<file path="config.mk">
export PLATFORM = sky130hd
export DESIGN_NAME = seg_scanner_flat
export DESIGN_NICKNAME = d
export VERILOG_FILES = /design/src/rtl/seg_pkg.sv /design/src/rtl/seg_scanner_if.sv /design/src/rtl/bcd_to_seg.sv /design/src/rtl/seg_scanner.sv /design/src/flat_wrapper.sv
export SDC_FILE = /design/constraint.sdc
export NUM_CORES = 1
export LEC_CHECK = 0
export CAP_MARGIN = 40
export CORE_ASPECT_RATIO = 0.5
export CORE_MARGIN = 2
export CORE_UTILIZATION = 45
export CTS_CLUSTER_DIAMETER = 50
export DETAILED_ROUTE_END_ITERATION = 8
export DONT_BUFFER_PORTS = 1
export PLACE_DENSITY_LB_ADDON = 0.3
export SYNTH_ARGS = -nofsm -noshare
export SYNTH_HDL_FRONTEND = slang
export SYNTH_SLANG_ARGS = --single-unit
</file>
<file path="constraint.sdc">
create_clock -name clk -period 3.2 [get_ports clk]
set_input_delay 0.64 -clock clk [delete_from_list [all_inputs] [get_ports clk]]
set_output_delay 0.64 -clock clk [all_outputs]
set_load 0.05 [all_outputs]
</file>
<file path="src/rtl/seg_pkg.sv">
// rtl/seg_pkg.sv - shared constants and types for the seven-segment scanner
// Holds the active-low segment patterns ({g,f,e,d,c,b,a}), the number of
// stored BCD digits, the default refresh divider and the scan index type.
package seg_pkg;

  localparam int NUM_DIGITS          = 5;
  localparam int REFRESH_DIV_DEFAULT = 100000;

  localparam logic [6:0] SEG_0     = 7'b1000000;
  localparam logic [6:0] SEG_1     = 7'b1111001;
  localparam logic [6:0] SEG_2     = 7'b0100100;
  localparam logic [6:0] SEG_3     = 7'b0110000;
  localparam logic [6:0] SEG_4     = 7'b0011001;
  localparam logic [6:0] SEG_5     = 7'b0010010;
  localparam logic [6:0] SEG_6     = 7'b0000010;
  localparam logic [6:0] SEG_7     = 7'b1111000;
  localparam logic [6:0] SEG_8     = 7'b0000000;
  localparam logic [6:0] SEG_9     = 7'b0010000;
  localparam logic [6:0] SEG_MINUS = 7'b0111111;
  localparam logic [6:0] SEG_E     = 7'b0000110;
  localparam logic [6:0] SEG_BLANK = 7'b1111111;

  // Scan position; SCAN_SIGN is the leftmost anode (position 3).
  typedef enum logic [1:0] {
    SCAN_D0   = 2'd0,
    SCAN_D1   = 2'd1,
    SCAN_D2   = 2'd2,
    SCAN_SIGN = 2'd3
  } scan_idx_e;

  function automatic scan_idx_e next_scan(input scan_idx_e s);
    case (s)
      SCAN_D0: return SCAN_D1;
      SCAN_D1: return SCAN_D2;
      SCAN_D2: return SCAN_SIGN;
      default: return SCAN_D0;
    endcase
  endfunction

endpackage

</file>
<file path="src/rtl/seg_scanner_if.sv">
// rtl/seg_scanner_if.sv - control and display bundle of the segment scanner
// master: drives load/bcd/neg/scroll_left/scroll_right, observes display.
// slave : the scanner; drives anode/seg/dp/window.
interface seg_scanner_if;
  import seg_pkg::*;

  logic                    load;
  logic [4*NUM_DIGITS-1:0] bcd;
  logic                    neg;
  logic                    scroll_left;
  logic                    scroll_right;
  logic [3:0]              anode;
  logic [6:0]              seg;
  logic                    dp;
  logic [1:0]              window;

  modport master (
    output load, bcd, neg, scroll_left, scroll_right,
    input  anode, seg, dp, window
  );

  modport slave (
    input  load, bcd, neg, scroll_left, scroll_right,
    output anode, seg, dp, window
  );

endinterface

</file>
<file path="src/rtl/bcd_to_seg.sv">
// rtl/bcd_to_seg.sv - combinational BCD nibble to active-low segment decoder
// Ports: digit (4-bit nibble in), seg (7-bit {g,f,e,d,c,b,a} active-low out).
// Non-decimal nibbles (10..15) decode to 'E'.
module bcd_to_seg
  import seg_pkg::*;
(
  input  logic [3:0] digit,
  output logic [6:0] seg
);

  always_comb begin
    seg = SEG_E;
    case (digit)
      4'd0: seg = SEG_0;
      4'd1: seg = SEG_1;
      4'd2: seg = SEG_2;
      4'd3: seg = SEG_3;
      4'd4: seg = SEG_4;
      4'd5: seg = SEG_5;
      4'd6: seg = SEG_6;
      4'd7: seg = SEG_7;
      4'd8: seg = SEG_8;
      4'd9: seg = SEG_9;
      default: seg = SEG_E;
    endcase
  end

endmodule

</file>
<file path="src/rtl/seg_scanner.sv">
// rtl/seg_scanner.sv - 4-anode multiplexed display of a scrollable 5-digit value
// Ports: clk (rising edge), rst (async active-low), bus (seg_scanner_if.slave):
//   load/bcd/neg capture a value, scroll_left/scroll_right move the 3-digit
//   window, anode/seg/dp are the registered display drive, window the offset.
module seg_scanner
  import seg_pkg::*;
#(
  parameter int REFRESH_DIV = REFRESH_DIV_DEFAULT
) (
  input  logic          clk,
  input  logic          rst,
  seg_scanner_if.slave  bus
);

  localparam int              CNT_W    = (REFRESH_DIV > 1) ? $clog2(REFRESH_DIV) : 1;
  localparam logic [CNT_W-1:0] CNT_LAST = CNT_W'(REFRESH_DIV - 1);

  logic [4*NUM_DIGITS-1:0] bcd_q, bcd_d;
  logic                    neg_q, neg_d;
  logic [1:0]              window_q, window_d;
  logic [CNT_W-1:0]        cnt_q, cnt_d;
  scan_idx_e               scan_q, scan_d;
  logic [3:0]              anode_q, anode_d;
  logic [6:0]              seg_q, seg_d;
  logic                    dp_q, dp_d;

  logic [NUM_DIGITS-1:0]   zero_upto;
  logic [2:0]              digit_idx;
  logic [3:0]              sel_digit;
  logic                    sel_blank;
  logic [6:0]              dec_seg;

  // Stored value and scroll window; load wins over any scroll request.
  always_comb begin
    bcd_d    = bcd_q;
    neg_d    = neg_q;
    window_d = window_q;
    if (bus.load) begin
      bcd_d    = bus.bcd;
      neg_d    = bus.neg;
      window_d = 2'd0;
    end else if (bus.scroll_left && !bus.scroll_right) begin
      if (window_q != 2'd2) window_d = window_q + 2'd1;
    end else if (bus.scroll_right && !bus.scroll_left) begin
      if (window_q != 2'd0) window_d = window_q - 2'd1;
    end
  end

  // Free-running refresh divider; never disturbed by load or scroll.
  always_comb begin
    cnt_d  = cnt_q + CNT_W'(1);
    scan_d = scan_q;
    if (cnt_q == CNT_LAST) begin
      cnt_d  = '0;
      scan_d = next_scan(scan_q);
    end
  end

  // zero_upto[i]: digit i and every more-significant digit are zero. A nibble
  // of 10..15 is nonzero, so it automatically stops blanking below it.
  always_comb begin
    logic all_zero;
    all_zero  = 1'b1;
    zero_upto = '0;
    for (int i = NUM_DIGITS - 1; i >= 0; i--) begin
      all_zero     = all_zero && (bcd_q[4*i +: 4] == 4'd0);
      zero_upto[i] = all_zero;
    end
  end

  // Digit shown at the current anode; only meaningful for positions 0..2.
  assign digit_idx = {1'b0, window_q} + {1'b0, scan_q};

  always_comb begin
    sel_digit = 4'd0;
    sel_blank = 1'b0;
    for (int i = 0; i < NUM_DIGITS; i++) begin
      if (digit_idx == 3'(i)) begin
        sel_digit = bcd_q[4*i +: 4];
        sel_blank = (i != 0) && zero_upto[i];
      end
    end
  end

  bcd_to_seg u_bcd_to_seg (
    .digit (sel_digit),
    .seg   (dec_seg)
  );

  always_comb begin
    anode_d = ~(4'b0001 << scan_q);
    if (scan_q == SCAN_SIGN) begin
      seg_d = neg_q ? SEG_MINUS : SEG_BLANK;
    end else begin
      seg_d = sel_blank ? SEG_BLANK : dec_seg;
    end
    // Decimal point on the rightmost anode flags hidden lower digits.
    dp_d = !((scan_q == SCAN_D0) && (window_q != 2'd0));
  end

  always_ff @(posedge clk or negedge rst) begin
    if (!rst) begin
      bcd_q    <= '0;
      neg_q    <= 1'b0;
      window_q <= 2'd0;
      cnt_q    <= '0;
      scan_q   <= SCAN_D0;
      anode_q  <= 4'b1111;
      seg_q    <= SEG_BLANK;
      dp_q     <= 1'b1;
    end else begin
      bcd_q    <= bcd_d;
      neg_q    <= neg_d;
      window_q <= window_d;
      cnt_q    <= cnt_d;
      scan_q   <= scan_d;
      anode_q  <= anode_d;
      seg_q    <= seg_d;
      dp_q     <= dp_d;
    end
  end

  assign bus.anode  = anode_q;
  assign bus.seg    = seg_q;
  assign bus.dp     = dp_q;
  assign bus.window = window_q;

endmodule

</file>
<file path="src/flat_wrapper.sv">
// flat-port wrapper written by rule: the top's interface ports become plain ports
module seg_scanner_flat import seg_pkg::*;
#(
  parameter int REFRESH_DIV = REFRESH_DIV_DEFAULT
)
  (clk, rst, bus_load, bus_bcd, bus_neg, bus_scroll_left, bus_scroll_right, bus_anode, bus_seg, bus_dp, bus_window);
  seg_scanner_if bus_i ();
  input  logic clk;
  input  logic rst;
  input wire logic [$bits(bus_i.load)-1:0] bus_load;
  input wire logic [$bits(bus_i.bcd)-1:0] bus_bcd;
  input wire logic [$bits(bus_i.neg)-1:0] bus_neg;
  input wire logic [$bits(bus_i.scroll_left)-1:0] bus_scroll_left;
  input wire logic [$bits(bus_i.scroll_right)-1:0] bus_scroll_right;
  output wire logic [$bits(bus_i.anode)-1:0] bus_anode;
  output wire logic [$bits(bus_i.seg)-1:0] bus_seg;
  output wire logic [$bits(bus_i.dp)-1:0] bus_dp;
  output wire logic [$bits(bus_i.window)-1:0] bus_window;
  assign bus_i.load = bus_load;
  assign bus_i.bcd = bus_bcd;
  assign bus_i.neg = bus_neg;
  assign bus_i.scroll_left = bus_scroll_left;
  assign bus_i.scroll_right = bus_scroll_right;
  assign bus_anode = bus_i.anode;
  assign bus_seg = bus_i.seg;
  assign bus_dp = bus_i.dp;
  assign bus_window = bus_i.window;
  seg_scanner #(.REFRESH_DIV(REFRESH_DIV)) u_core (.clk(clk), .rst(rst), .bus(bus_i));
endmodule
</file>
==> reports/results.ini <==
[layout]
antenna_cells = 0
final_cell_mix = dfrtp_1, mux2_2, nand2_1
fin_area_um2 = 2893
fin_nets = 264
area_growth_pct = 8.290
layout_commonest_cell = dfrtp_1
drive_gt1_frac = 0.2212
final_cells = 299

[timing]
finalCriticalPeriod_ps = 2962
slew_headroom = 0.5397
tightest_slew_ps = 685.1
finalMaxSlewViolations = 0
layout_setup_ws_ps = 238.4
max_freq_mhz = 337.7
rsz0062_at_grt = no
final_hold_viol_count = 0
tns_ps = 0
worst_clock_skew_ps = 2.790
min_period_over_period = 0.9255
setup_viol = 0
whs_ps = 47.15

[setup_path]
crit_chain = ha_1 -> fa_1 -> mux2_2 -> a221o_1 -> inv_1 -> ha_1 -> o21a_1 -> o21ai_0
reg2reg_from = u_core.scan_q[0]$_DFFE_PN0N_
reg2reg_slack_ps = 240
path_max_fanout = 11
reg2regPathDepth = 8
arrival_ps = 3170
crit_path_frequent_cell = ha_1
r2r-end = u_core.bus.seg[1]$_DFF_PN1_
cp_slowest_stage_delay_ps = 730
path_class = flip-flop to flip-flop
cp.required_ps = 3410
worst_setup_path_end_kind = flip-flop
start_kind = flip-flop
cp_slowest_cell = fa_1

[yosys]
yosysTopAreaCellShare = 0.3934
avgSynthCellArea_um2 = 12.09
async_flop_share = 1.000
ys_seq_area_frac = 0.5115
yosysTopAreaCell = dfrtp_1
synth-edff-count = 0
netlist_area_um2 = 2671
syn_inst = 221
ys_ff_latch = 54
synth_cell_types = 43
synth_flop_cell = dfrtp_1
synth_nets = 260
yosys_warnings = 0
synth.area.top_cells = dfrtp_1, dfstp_2, mux2_2

[die]
die_x_um = 113.0
rows = 19
die_h_um = 58.48
io_pins = 40
core_area_um2 = 5610
start_util = 0.4761
die_area_um2 = 6606

[clocking]
cts_buffer_depth = 2
root_buffer = clkbuf_16
cts_tree = built
htree_levels = 2
clock_sinks = 54
cts_resized = 0
clkLatencyLatePin_ps = 290
hold_buffers = 0
cts_buffers = 5
post_cts_buffers = 0
cts.clk_slew.worst_paths_ps = 60

[route]
wl_per_cell_um = 15.61
viasPerCell = 5.512
drtIter0Drc = 127
drc_errors = 3
via_count = 1648
drt_first_pass_iters = 7
drt-total-wl_um = 4668
ant_nets = 0

[pwr]
leakage_nw = 1.190
p_per_area_nw_per_um2 = 520.8
power.ir.vdd_worst_v = 0.0002009

[status]
failed_checks = DRC
status = complete, but fails checks

[global_route]
grt_max_degree = 55
track_usage = 0.1617
antenna_found_initial = 0
grt_pass1_vias = 1673
overflow = 0
grt_first_pass_wirelength_um = 8335

[placed_design]
portBuffers = 0
pre_cts_ws_ps = 241.3
placed_cell_area_um2 = 2753
dp_hpwl_um = 3336
dp.cells = 291
gp_congestion = 0.7797

[hold_path]
min-delay-path-class = input pin to asynchronous set/reset pin

[run]
cap_violations = 0

[worst max-delay path: cells and delay by family, from the launching register on]
family | cells | cell delay (ps)
adder cells (fa/ha/maj) | 3 | 1200
AO/OA/AOI/OAI | 3 | 730
multiplexers | 1 | 390
flip-flops | 1 | 440
buffers and inverters | 1 | 120
[layer usage]
| layer | vias up | routed length (um) | GRT usage |
|---|---|---|---|
| li1 | 797 | - | - |
| met1 | 818 | 2187 | 0.2202 |
| met2 | 23 | 2230 | 0.2599 |
| met3 | 10 | 165 | 0.04119 |
| met4 | 0 | 84 | 0.05226 |
| met5 | - | 0 | 0 |
[registers in the layout (all words and copies together) (netlist names)]
register and flops:
u_core.bus.anode 4, u_core.cnt_q 17, u_core.bus.dp 1, u_core.bcd_q 20, u_core.bus.seg 7, u_core.bus.window 2
u_core.scan_q 2, u_core.neg_q 1
[per-stage QoR]
stage / utilization / power (mW)
5_1_grt: 0.5156 / 1.576
4_1_cts: 0.5156 / 1.524
6_report: 0.5156 / 1.506
2_1_floorplan: - / 0.9742
3_3_place_gp: 0.4906 / 0.9931
3_5_place_dp: 0.4906 / 0.9989
[synthesized netlist by cell type, drive strengths merged, types with 3 or more instances]
master / instances
a22oi: 3
and2: 3
buf: 3
clkbuf: 3
dfrtp: 42
dfstp: 12
ha: 12
inv: 11
mux2: 25
mux2i: 3
mux4: 4
nand2: 14
nand3: 10
nand4: 5
nor2: 13
nor2b: 3
nor3: 3
nor4: 5
o21ai: 9
xnor2: 10
xor2: 5
[report_power, final]
group	internal (mW)	leakage [nW]	total [mW]	switching [mW]
clock	0.291	0.0641	0.518	0.228
sequential	0.748	0.649	0.849	0.101
combinational	0.0745	0.477	0.139	0.0641
[cells by family after synthesis]
group / synth area share
xor gates and xnor gates: 0.04918
adders and majority gates: 0.06370
DFF: 0.5115
buffers and inverters: 0.02763
muxes: 0.1546
and+or+nand+nor: 0.1288
AOI/OAI and AO/OA: 0.06464
[final cells by class]
class | count | area (um^2)
timing repair buffer | 3 | 22.52
fill | 487 | 2718
clock buffer | 7 | 132.6
clock inverter | 1 | 7.507
inverter | 11 | 41.29
multi-input combinational | 150 | 1231
tap | 73 | 91.34
sequential | 54 | 1366
[how the worst max path moves through the flow]
stage / startpoint / endpoint / depth (start not counted)
2_1_floorplan: u_core.bus.window[0]$_DFFE_PN0P_ / u_core.bus.seg[1]$_DFF_PN1_ / 9
3_3_place_gp: u_core.scan_q[0]$_DFFE_PN0N_ / u_core.bus.seg[1]$_DFF_PN1_ / 8
3_5_place_dp: u_core.scan_q[0]$_DFFE_PN0N_ / u_core.bus.seg[1]$_DFF_PN1_ / 8
4_1_cts: u_core.scan_q[0]$_DFFE_PN0N_ / u_core.bus.seg[1]$_DFF_PN1_ / 8
5_1_grt: u_core.scan_q[0]$_DFFE_PN0N_ / u_core.bus.seg[1]$_DFF_PN1_ / 8
6_report: u_core.scan_q[0]$_DFFE_PN0N_ / u_core.bus.seg[1]$_DFF_PN1_ / 8
Power figures use the tool's default switching activity.
